## src/rtl/csr_trap_unit_if.sv

```systemverilog
// csr_trap_unit_if: CSR register-file port between the trap sequencer (master) and the CSR file (slave).
interface csr_trap_unit_if #(parameter int XLEN = 32);
  logic            oCSRWrite;
  logic [11:0]     oCSRWAddr;
  logic [XLEN-1:0] oCSRWData;
  logic [11:0]     oCSRRAddr;
  logic [XLEN-1:0] iCSRRData;
  modport master (output oCSRWrite, oCSRWAddr, oCSRWData, oCSRRAddr, input iCSRRData);
  modport slave  (input oCSRWrite, oCSRWAddr, oCSRWData, oCSRRAddr, output iCSRRData);
endinterface

```

## src/rtl/csr_trap_unit.sv

```systemverilog
// csr_trap_unit: M-mode trap/mret sequencer writing mepc/mcause/mtval/mstatus and redirecting fetch.
// Define CSR_VECTORED_EN to vector interrupts through mtvec mode 2'b01.
module csr_trap_unit #(
  parameter int         XLEN      = 32,
  parameter logic [4:0] IRQ_CAUSE = 5'd11
) (
  input  logic            iCLK,
  input  logic            iRST_N,
  input  logic            iExcReq,
  input  logic [4:0]      iExcCause,
  input  logic [XLEN-1:0] iExcTval,
  input  logic [XLEN-1:0] iPC,
  input  logic            iMret,
  input  logic            iIrq,
  csr_trap_unit_if.master csr,
  output logic            oRedirect,
  output logic [XLEN-1:0] oTarget,
  output logic            oBusy,
  output logic            oMIE
);
  localparam logic [11:0] MSTATUS = 12'h300;
  localparam logic [11:0] MTVEC   = 12'h305;
  localparam logic [11:0] MEPC    = 12'h341;
  localparam logic [11:0] MCAUSE  = 12'h342;
  localparam logic [11:0] MTVAL   = 12'h343;
  localparam logic [XLEN-1:0] ALIGN = {{(XLEN-2){1'b1}}, 2'b00};
  typedef enum logic [2:0] {IDLE, T_EPC, T_CAUSE, T_TVAL, T_REDIR, R_READ, R_REDIR} state_t;
  state_t state, stateNext;
  logic [XLEN-1:0] pcQ, tvalQ;
  logic [4:0] causeQ;
  logic isIrqQ, mie, mpie;
  logic canAccept, takeExc, takeMret, takeIrq;
  logic wrNext, redirNext;
  logic [11:0] wAddrNext, rAddrNext;
  logic [XLEN-1:0] wDataNext, targetNext, trapStatus, mretStatus, trapBase, trapTarget;
  // Outputs are registered decodes of the current state, so oBusy trails the FSM by a cycle;
  // gating acceptance on oBusy keeps a new request out until the previous redirect has retired.
  always_comb begin
    canAccept = state == IDLE && !oBusy;
    takeExc   = canAccept && iExcReq;
    takeMret  = canAccept && !iExcReq && iMret;
    takeIrq   = canAccept && !iExcReq && !iMret && iIrq && mie;
    stateNext = state;
    case (state)
      IDLE:    stateNext = (takeExc || takeIrq) ? T_EPC : takeMret ? R_READ : IDLE;
      T_EPC:   stateNext = T_CAUSE;
      T_CAUSE: stateNext = T_TVAL;
      T_TVAL:  stateNext = T_REDIR;
      R_READ:  stateNext = R_REDIR;
      default: stateNext = IDLE;
    endcase
  end
  always_comb begin
    trapStatus        = '0;
    trapStatus[12:11] = 2'b11;
    trapStatus[7]     = mie;
    mretStatus        = '0;
    mretStatus[7]     = 1'b1;
    mretStatus[3]     = mpie;
    trapBase          = csr.iCSRRData & ALIGN;
`ifdef CSR_VECTORED_EN
    trapTarget = (csr.iCSRRData[1:0] == 2'b01 && isIrqQ) ? trapBase + {{(XLEN-7){1'b0}}, causeQ, 2'b00} : trapBase;
`else
    trapTarget = trapBase;
`endif
    wrNext     = state inside {T_EPC, T_CAUSE, T_TVAL, T_REDIR, R_READ};
    wAddrNext  = state == T_EPC ? MEPC : state == T_CAUSE ? MCAUSE : state == T_TVAL ? MTVAL : wrNext ? MSTATUS : 12'h000;
    wDataNext  = state == T_EPC   ? pcQ & ALIGN
               : state == T_CAUSE ? {isIrqQ, {(XLEN-6){1'b0}}, causeQ}
               : state == T_TVAL  ? tvalQ
               : state == T_REDIR ? trapStatus
               : state == R_READ  ? mretStatus : '0;
    rAddrNext  = state == T_TVAL ? MTVEC : state == R_READ ? MEPC : MSTATUS;
    redirNext  = state == T_REDIR || state == R_REDIR;
    targetNext = state == T_REDIR ? trapTarget : state == R_REDIR ? csr.iCSRRData : '0;
  end
  always_ff @(posedge iCLK or negedge iRST_N) begin
    if (!iRST_N) begin
      state         <= IDLE;
      pcQ           <= '0;
      tvalQ         <= '0;
      causeQ        <= '0;
      isIrqQ        <= 1'b0;
      mie           <= 1'b0;
      mpie          <= 1'b0;
      csr.oCSRWrite <= 1'b0;
      csr.oCSRWAddr <= '0;
      csr.oCSRWData <= '0;
      csr.oCSRRAddr <= '0;
      oRedirect     <= 1'b0;
      oTarget       <= '0;
      oBusy         <= 1'b0;
      oMIE          <= 1'b0;
    end else begin
      state <= stateNext;
      if (takeExc) begin
        pcQ    <= iPC;
        causeQ <= iExcCause;
        tvalQ  <= iExcTval;
        isIrqQ <= 1'b0;
      end else if (takeIrq) begin
        pcQ    <= iPC;
        causeQ <= IRQ_CAUSE;
        tvalQ  <= '0;
        isIrqQ <= 1'b1;
      end
      if (state == T_REDIR) begin
        mpie <= mie;
        mie  <= 1'b0;
      end else if (state == R_READ) begin
        mie  <= mpie;
        mpie <= 1'b1;
      end
      csr.oCSRWrite <= wrNext;
      csr.oCSRWAddr <= wAddrNext;
      csr.oCSRWData <= wDataNext;
      csr.oCSRRAddr <= rAddrNext;
      oRedirect     <= redirNext;
      oTarget       <= targetNext;
      oBusy         <= state != IDLE;
      oMIE          <= mie;
    end
  end
endmodule
```

## src/flat_wrapper.sv

```systemverilog
// flat-port wrapper written by rule: the top's interface ports become plain ports
module csr_trap_unit_flat 
#(
  parameter int         XLEN      = 32,
  parameter logic [4:0] IRQ_CAUSE = 5'd11
)
  (iCLK, iRST_N, iExcReq, iExcCause, iExcTval, iPC, iMret, iIrq, oRedirect, oTarget, oBusy, oMIE, csr_oCSRWrite, csr_oCSRWAddr, csr_oCSRWData, csr_oCSRRAddr, csr_iCSRRData);
  csr_trap_unit_if #(.XLEN(XLEN)) csr_i ();
  input  logic iCLK;
  input  logic iRST_N;
  input  logic iExcReq;
  input  logic [4:0] iExcCause;
  input  logic [XLEN-1:0] iExcTval;
  input  logic [XLEN-1:0] iPC;
  input  logic iMret;
  input  logic iIrq;
  output logic oRedirect;
  output logic [XLEN-1:0] oTarget;
  output logic oBusy;
  output logic oMIE;
  output wire logic [$bits(csr_i.oCSRWrite)-1:0] csr_oCSRWrite;
  output wire logic [$bits(csr_i.oCSRWAddr)-1:0] csr_oCSRWAddr;
  output wire logic [$bits(csr_i.oCSRWData)-1:0] csr_oCSRWData;
  output wire logic [$bits(csr_i.oCSRRAddr)-1:0] csr_oCSRRAddr;
  input wire logic [$bits(csr_i.iCSRRData)-1:0] csr_iCSRRData;
  assign csr_oCSRWrite = csr_i.oCSRWrite;
  assign csr_oCSRWAddr = csr_i.oCSRWAddr;
  assign csr_oCSRWData = csr_i.oCSRWData;
  assign csr_oCSRRAddr = csr_i.oCSRRAddr;
  assign csr_i.iCSRRData = csr_iCSRRData;
  csr_trap_unit #(.XLEN(XLEN), .IRQ_CAUSE(IRQ_CAUSE)) u_core (.iCLK(iCLK), .iRST_N(iRST_N), .iExcReq(iExcReq), .iExcCause(iExcCause), .iExcTval(iExcTval), .iPC(iPC), .iMret(iMret), .iIrq(iIrq), .csr(csr_i), .oRedirect(oRedirect), .oTarget(oTarget), .oBusy(oBusy), .oMIE(oMIE));
endmodule
```

## config.mk

```make
export PLATFORM = sky130hd
export DESIGN_NAME = csr_trap_unit_flat
export DESIGN_NICKNAME = d
export VERILOG_FILES = /design/src/rtl/csr_trap_unit_if.sv /design/src/rtl/csr_trap_unit.sv /design/src/flat_wrapper.sv
export SDC_FILE = /design/constraint.sdc
export NUM_CORES = 1
export LEC_CHECK = 0
export ABC_AREA = 1
export BUFFER_PORTS_ARGS = -buffer_cell sky130_fd_sc_hd__buf_2
export CORE_UTILIZATION = 53
export CTS_CLUSTER_DIAMETER = 150
export DETAILED_ROUTE_END_ITERATION = 6
export PLACE_DENSITY = 0.84
export SETUP_SLACK_MARGIN = 0.4
export SLEW_MARGIN = 20
export SYNTH_ARGS = -nofsm -noshare
export SYNTH_HDL_FRONTEND = slang
export SYNTH_SLANG_ARGS = --single-unit
```

## constraint.sdc

```tcl
create_clock -name iCLK -period 2.3 [get_ports iCLK]
set_input_delay 0.23 -clock iCLK [delete_from_list [all_inputs] [get_ports iCLK]]
set_output_delay 0.23 -clock iCLK [all_outputs]
set_load 0.02 [all_outputs]
```

==> metrics.md, run 1 <==
| Metric | Value |
|---|---|
| Antenna cell count | 0 |
| Clock Latency Late Sink | 0.52 ns |
| CTS tree | done |
| Antenna violations before repair | 0 |
| Die width | 105 um |
| Vias in the first global route | 5184 |
| Period utilization | ~80% |
| Placed cells | between 900 and 1000 |
| Sequential-to-total area share from yosys stat | 65.9% |
| DP Wirelength | slightly below 9000 um |
| Core area | 0.0103 mm^2 |
| Final total power | roughly 10000 uW |
| GRT Util Overall | 30.9% |
| Nets | 1007 |
| H-tree levels | 4 |
| Die Ht | 105 um |
| Slew @ Worst Pin | ~0.56 ns |
| # clock sinks | between 100 and 150 |
| First-pass GRT wire length | around 26000 um |
| Initial DRT Pass Iterations | 5 |
| Setup Slack @ Placement | 0.556 ns |
| Crit path DAT | around 2.2 ns |
| Crit path capture type | flop |
| Worst slew margin relative to its limit | 62.9% |
| Commonest non-fill, non-tap cell in the layout | nand2_1 |
| Routed Antenna Nets | 0 |
| Layout Skew | about 0.0091 ns |
| Area of the multi-input gates | 0.00156 mm^2 |
| Commonest cells after routing, fill and taps aside | nand2_1, buf_2, dfrtp_1 |
| Largest net degree at the start of global routing | 64 |
| Wirelength per Cell | about 16 um |
| Postcts setup bufs | 0 |
| Storage element area | 0.00373 mm^2 |
| Clock Pin Slew Worst Setup and Hold Paths | 0.06 ns |
| Classification of the worst-slack hold path | in2reg |
| Vias/cell | 4.86 |
| GRT overflow | 0 |
| Final Hold Fails | 0 |
| I/O Pins | 198 |
| GP Congestion | between 0.7 and 0.8 |
| WL final | roughly 16000 um |
| Seq cells post-synth | 149 |
| Starting Density | between 50% and 60% |
| Synth unique cells | 22 |
| Vias after detailed routing | ~5100 |
| Die footprint | 0.0111 mm^2 |
| Setup Viol. Count Final | 0 |
| Leakage Power | 0.00483 uW |
| Final worst-path setup slack | approximately 0.5 ns |
| Warnings from Yosys | 0 |
| Share of cells above drive strength 1 | 25.6% |
| Buffers on Ports | 181 |
| Fmax achieved | 556 MHz |
| CP required | 2.72 ns |
| Peak fanout along the critical path | 15 |
| Setup Crit Path Kind | reg2reg |
| Site Rows | 37 |
| Syn Inst Count | 611 |
| Starting DRT DRC Count | 311 |
| Peak VDD IR | 0.627 mV |
| Util after Layout | around four fifths |
| Post-Syn Area | 0.00566 mm^2 |
| Final Critical Period | approximately 1.8 ns |
| CTS root buffer | clkbuf_8 |
| Setup_tns | 0 ns |
| Filler cell count | 568 |
| CTS Buffer Depth | 2 |
| Maxcap violations | 0 |
| Post-route insts no fill | between 1000 and 1500 |
| Area growth syn-to-layout | 47.3% |
| DRC | 0 |
| CTS Buf Count | 17 |
| Slew Limit Fails | 0 |
| Status | complete, no violations |
| Syn Area/Cell | roughly 9.3 um^2 |
| Pwr dens | 1220 mW/mm^2 |
| Critical Path Start Type | flop |
| Unrepaired setup endpoints after global routing | false |
[critical path, cell delays in order (launching register included)]
cell        delay (ns)
dfrtp_1           0.45
nor2_4            0.20
nand2_1           0.18
nand2_1           0.26
clkinvlp_4        0.35
nor2_1            0.26
[state kept, by name, indices dropped and copies added, names as in the netlist]
name                  cells
u_core.mpie               1
u_core.csr.oCSRWData     32
u_core.oMIE               1
u_core.isIrqQ             1
u_core.causeQ             5
u_core.csr.oCSRWAddr      4
u_core.csr.oCSRWrite      1
u_core.oBusy              1
u_core.oRedirect          1
u_core.tvalQ             32
u_core.pcQ               30
u_core.oTarget           32
u_core.csr.oCSRRAddr      4
u_core.state              3
u_core.mie                1
[synthesized netlist by cell type]
library cell  count  area [um^2]
buf_4            19          143
nor2_2            1         6.26
inv_1            47          176
buf_2            17         85.1
o21ai_0           1         5.00
o21ai_2           1         8.76
nand2_2           1         6.26
dfrtp_1         149         3730
inv_2             1         3.75
nand3_1          12         60.1
buf_6             2         22.5
nand2_1         310         1160
or2_2             1         6.26
a41oi_1           1         8.76
a21oi_2           1         8.76
conb_1            2         7.51
nand4_1           2         12.5
nand3_2           1         10.0
nor2_1           37          139
o21a_1            1         7.51
nor2_4            2         22.5
ha_1              2         25.0
[path summary, 6_finish.rpt]
kind                                 startpoint                        to  slack, ns  depth (start not counted)
worst min-delay path                    iExcReq             u_core.isIrqQ       0.07                          4
min in group asynchronous                iRST_N  u_core.csr.oCSRWData[24]       0.26                          2
worst max-delay path            u_core.state[1]        u_core.oTarget[28]       0.50                          5
worst max register to register  u_core.state[1]        u_core.oTarget[28]       0.50                          5
worst min register to register  u_core.tvalQ[8]   u_core.csr.oCSRWData[8]       0.47                          2
max in group asynchronous                iRST_N               u_core.mpie       1.34                          3
[per-stage QoR]
stage | hold WS [ns] | cell area (um^2)
2_1_floorplan | -0.0656 | 5710
3_3_place_gp | 0.236 | 6680
3_5_place_dp | 0.244 | 6680
4_1_cts | 0.0374 | 8320
5_1_grt | 0.0847 | 8330
6_report | 0.0710 | 8330
[logic make-up after synthesis]
group,after synthesis,synth area share (%)
simple gates,367,25.2
buf+inv,86,7.61
other cells,2,0.133
compound gates,5,0.686
flops,149,65.9
fa+ha+maj,2,0.442
[report_power, final]
part           leakage, uW  switching [uW]  total [uW]  internal [uW]
logic              0.00259            2030        3050           1030
registers          0.00193             524        4150           3630
clock network     0.000311            1030        2940           1910
total              0.00483            3580       10100           6560
[cell type report]
cell class | count | share of cell area, %
well taps | 136 | 2.04
clock buffers | 24 | 5.89
repair inverters | 1 | 0.0901
flip-flops and latches | 149 | 44.8
inverters | 48 | 2.21
multi-input cells | 389 | 18.8
repair buffers | 293 | 24.5
clock inverters | 7 | 1.71
[repair_timing]
item / in CTS / in global routing
hold buffers: 101 / 0
endpoints found under the hold margin: 161 / 0
gates resized for setup: 0 / 2
setup endpoints to repair: 0 / 19
[routing by layer]
layer / wire length, um / vias to the layer above / track usage [%] / part of all wire (%)
li1: - / 2355 / - / -
met1: 6120 / 2435 / 34.3 / 38
met2: 8590 / 254 / 55.7 / 53
met3: 1060 / 48 / 9.09 / 6.5
met4: 539 / 0 / 11.7 / 3.3
met5: 0 / - / 0 / 0
No activity file was read; power rests on OpenSTA's default activity.
==> run 2: changes to the inputs <==
- CORE_UTILIZATION: 53 -> 50
- PLACE_DENSITY: 0.84 -> 0.8
- clock period: 2.3 -> 1.85 ns (I/O delays scaled with it)
==> run 2 against run 1 <==
Net effect: maximum frequency up 23%; via count down 0.81%; setup slack lost 0.11 ns; critical path type unchanged; non-clock buffer count is 10 higher; die area increased by 5.9%; cell area increased by 5.3%; critical path depth increased by 3; worst hold slack got worse by 0.044 ns.
==> metrics.md, run 2 (synthesis gave the netlist of run 1 again) <==
| Metric | Value |
|---|---|
| Status | complete, no violations (unchanged) |
| Reg2reg path depth | 8 (was 5) |
| Site Rows | 38 (was 37) |
| Crit path DAT | 1.76 ns (was 2.22 ns) |
| Die width | 108 um (was 105 um) |
| Peak fanout along the critical path | 8 (was 15) |
| Layout Skew | 0.00687 ns (was 0.00912 ns) |
| Hold EP | u_core.oTarget[17] (was u_core.isIrqQ) |
| Period utilization | 78.8% (was 78.2%) |
| I/O Pins | 198 (unchanged) |
| Die Ht | 108 um (was 105 um) |
| Vias after detailed routing | 5051 (was 5092) |
| Unrepaired setup endpoints after global routing | true (was false) |
| Slew Limit Fails | 0 (unchanged) |
| Reg-to-reg startpoint | u_core.state[1] (unchanged) |
| Storage element area | 0.00373 mm^2 (about the same) |
| Peak VDD IR | 0.920 mV (was 0.627 mV) |
| Antenna violations before repair | 0 (unchanged) |
| Clock Latency Late Sink | 0.41 ns (was 0.52 ns) |
| DP Wirelength | 8670 um (was 8830 um) |
| Vias/cell | 4.76 (was 4.86) |
| Uppermost routed layer | met4 (unchanged) |
| Starting Density | 51.7% (was 54.8%) |
| Routed Antenna Nets | 0 (unchanged) |
| Crit path capture type | flop (unchanged) |
| Core area | 0.0109 mm^2 (was 0.0103 mm^2) |
| Reg2reg setup slack | 0.39 ns (was 0.50 ns) |
| FF-to-FF End | u_core.pcQ[13] (was u_core.oTarget[28]) |
| Initial DRT Pass Iterations | 5 (unchanged) |
| Largest net degree at the start of global routing | 74 (was 64) |
| Area of the multi-input gates | 0.00178 mm^2 (was 0.00156 mm^2) |
| Vias in the first global route | 4913 (was 5184) |
| Final Hold Fails | 0 (unchanged) |
| Util after Layout | 80.2% (was 80.7%) |
| Registers with the most flip-flops | u_core.csr.oCSRWData x32, u_core.oTarget x32, u_core.tvalQ x32 (unchanged) |
| H-tree levels | 4 (unchanged) |
| GP Congestion | 0.799 (about the same) |
| Wirelength per Cell | 15.4 um (was 15.6 um) |
| Die footprint | 0.0117 mm^2 (was 0.0111 mm^2) |
| Setup Crit Path Kind | reg2reg (unchanged) |
| CTS root buffer | clkbuf_16 (was clkbuf_8) |
| Area growth syn-to-layout | 55.0% (was 47.3%) |
| Hold path depth | 3 (was 4) |
| Nets | 1017 (was 1007) |
| Met2 routed WL | 8650 um (was 8590 um) |
| Leakage Power | 0.00498 uW (was 0.00483 uW) |
| # clock sinks | 149 (unchanged) |
| GRT overflow | 0 (unchanged) |
| First-pass GRT wire length | 23500 um (was 25800 um) |
| DRC | 0 (unchanged) |
| CTS Buffer Depth | 2 (unchanged) |
| CTS tree | done (unchanged) |
| Critical Path Start Type | flop (unchanged) |
| Clock Pin Slew Worst Setup and Hold Paths | 0.06 ns (about the same) |
| Critical hold path startpoint | csr_iCSRRData[17] (was iExcReq) |
| CTS Buf Count | 17 (unchanged) |
| Maxcap violations | 0 (unchanged) |
| Filler cell count | 645 (was 568) |
| Classification of the worst-slack hold path | in2reg (unchanged) |
| Setup_tns | 0 ns (unchanged) |
| Buffers on Ports | 181 (unchanged) |
| Commonest cells after routing, fill and taps aside | nand2_1, buf_2, dfrtp_1 (unchanged) |
| Fmax achieved | 686 MHz (was 556 MHz) |
| Met1 Routed Length | 6350 um (was 6120 um) |
| GRT Util Overall | 26.9% (was 30.9%) |
| Starting DRT DRC Count | 276 (was 311) |
| Pwr dens | 1520 mW/mm^2 (was 1220 mW/mm^2) |
| Setup Viol. Count Final | 0 (unchanged) |
| WL final | 16400 um (was 16300 um) |
| Share of cells above drive strength 1 | 32.4% (was 25.6%) |
| Antenna cell count | 0 (unchanged) |
| CP required | 2.15 ns (was 2.72 ns) |
| Routed wl met3 | 1170 um (was 1060 um) |
| Commonest non-fill, non-tap cell in the layout | nand2_1 (unchanged) |
| Final Critical Period | 1.46 ns (was 1.80 ns) |
run 2: metrics by stage:
step	std cells	total power, uW	hold WS [ns]	area, um^2	setup slack [ns]
floorplan	624	7350	-0.111	5710	0.541
global placement	922	8530	0.0366	6740	0.294
detailed placement	922	8680	0.0395	6740	0.166
CTS	1053	12600	0.00530	8350	0.413
global route	1062	14100	0.0212	8770	0.338
finish	1062	13300	0.0271	8770	0.392
run 2: repair_timing:
action | 4_1_cts | 5_1_grt
pin swaps | 2 | 9
resized for setup | 3 | 75
setup buffers | 7 | 2
hold buffers | 91 | 0
cloned | 1 | 7
endpoints found under the setup margin | 73 | 129
endpoints found under the hold margin | 239 | 0
run 2: per-layer routing:
metal  vias up  GRT usage [%]
li1       2384              -
met5         -              0
met2       227           48.3
met1      2419           31.5
met3        21           6.21
met4         0           9.36
run 2: how the worst max path moves through the flow:
| stage | start | to |
|---|---|---|
| final | u_core.state[1] | u_core.pcQ[13] |
| after global routing | u_core.state[1] | u_core.tvalQ[22] |
| after CTS | u_core.state[0] | u_core.pcQ[11] |
| after detailed placement | u_core.state[0] | u_core.oTarget[25] |
| after global placement | u_core.state[0] | u_core.oTarget[17] |
| after floorplan | u_core.state[1] | u_core.tvalQ[13] |
run 2: layout make-up:
type / count / area share [%]
Sequential cell: 149 / 42.6
Timing Repair Buffer: 303 / 25.9
Multi-Input combinational cell: 389 / 20.3
Clock buffer: 20 / 5.09
Inverter: 48 / 2.10
Clock inverter: 12 / 2.04
Tap cell: 140 / 2.00
Timing Repair inverter: 1 / 0.0856
run 2: critical path: stages (launching register included):
cell	delay, ns
dfrtp_2	0.45
nor2_4	0.16
nand2_2	0.10
nor2_4	0.10
o21ai_4	0.08
buf_12	0.16
clkbuf_16	0.18
nand2_4	0.07
nand2_2	0.05
run 2: where the power goes:
group	internal [uW]	total, uW	switching [uW]
logic	1790	4480	2690
clock network	2290	3610	1320
registers	4520	5250	733
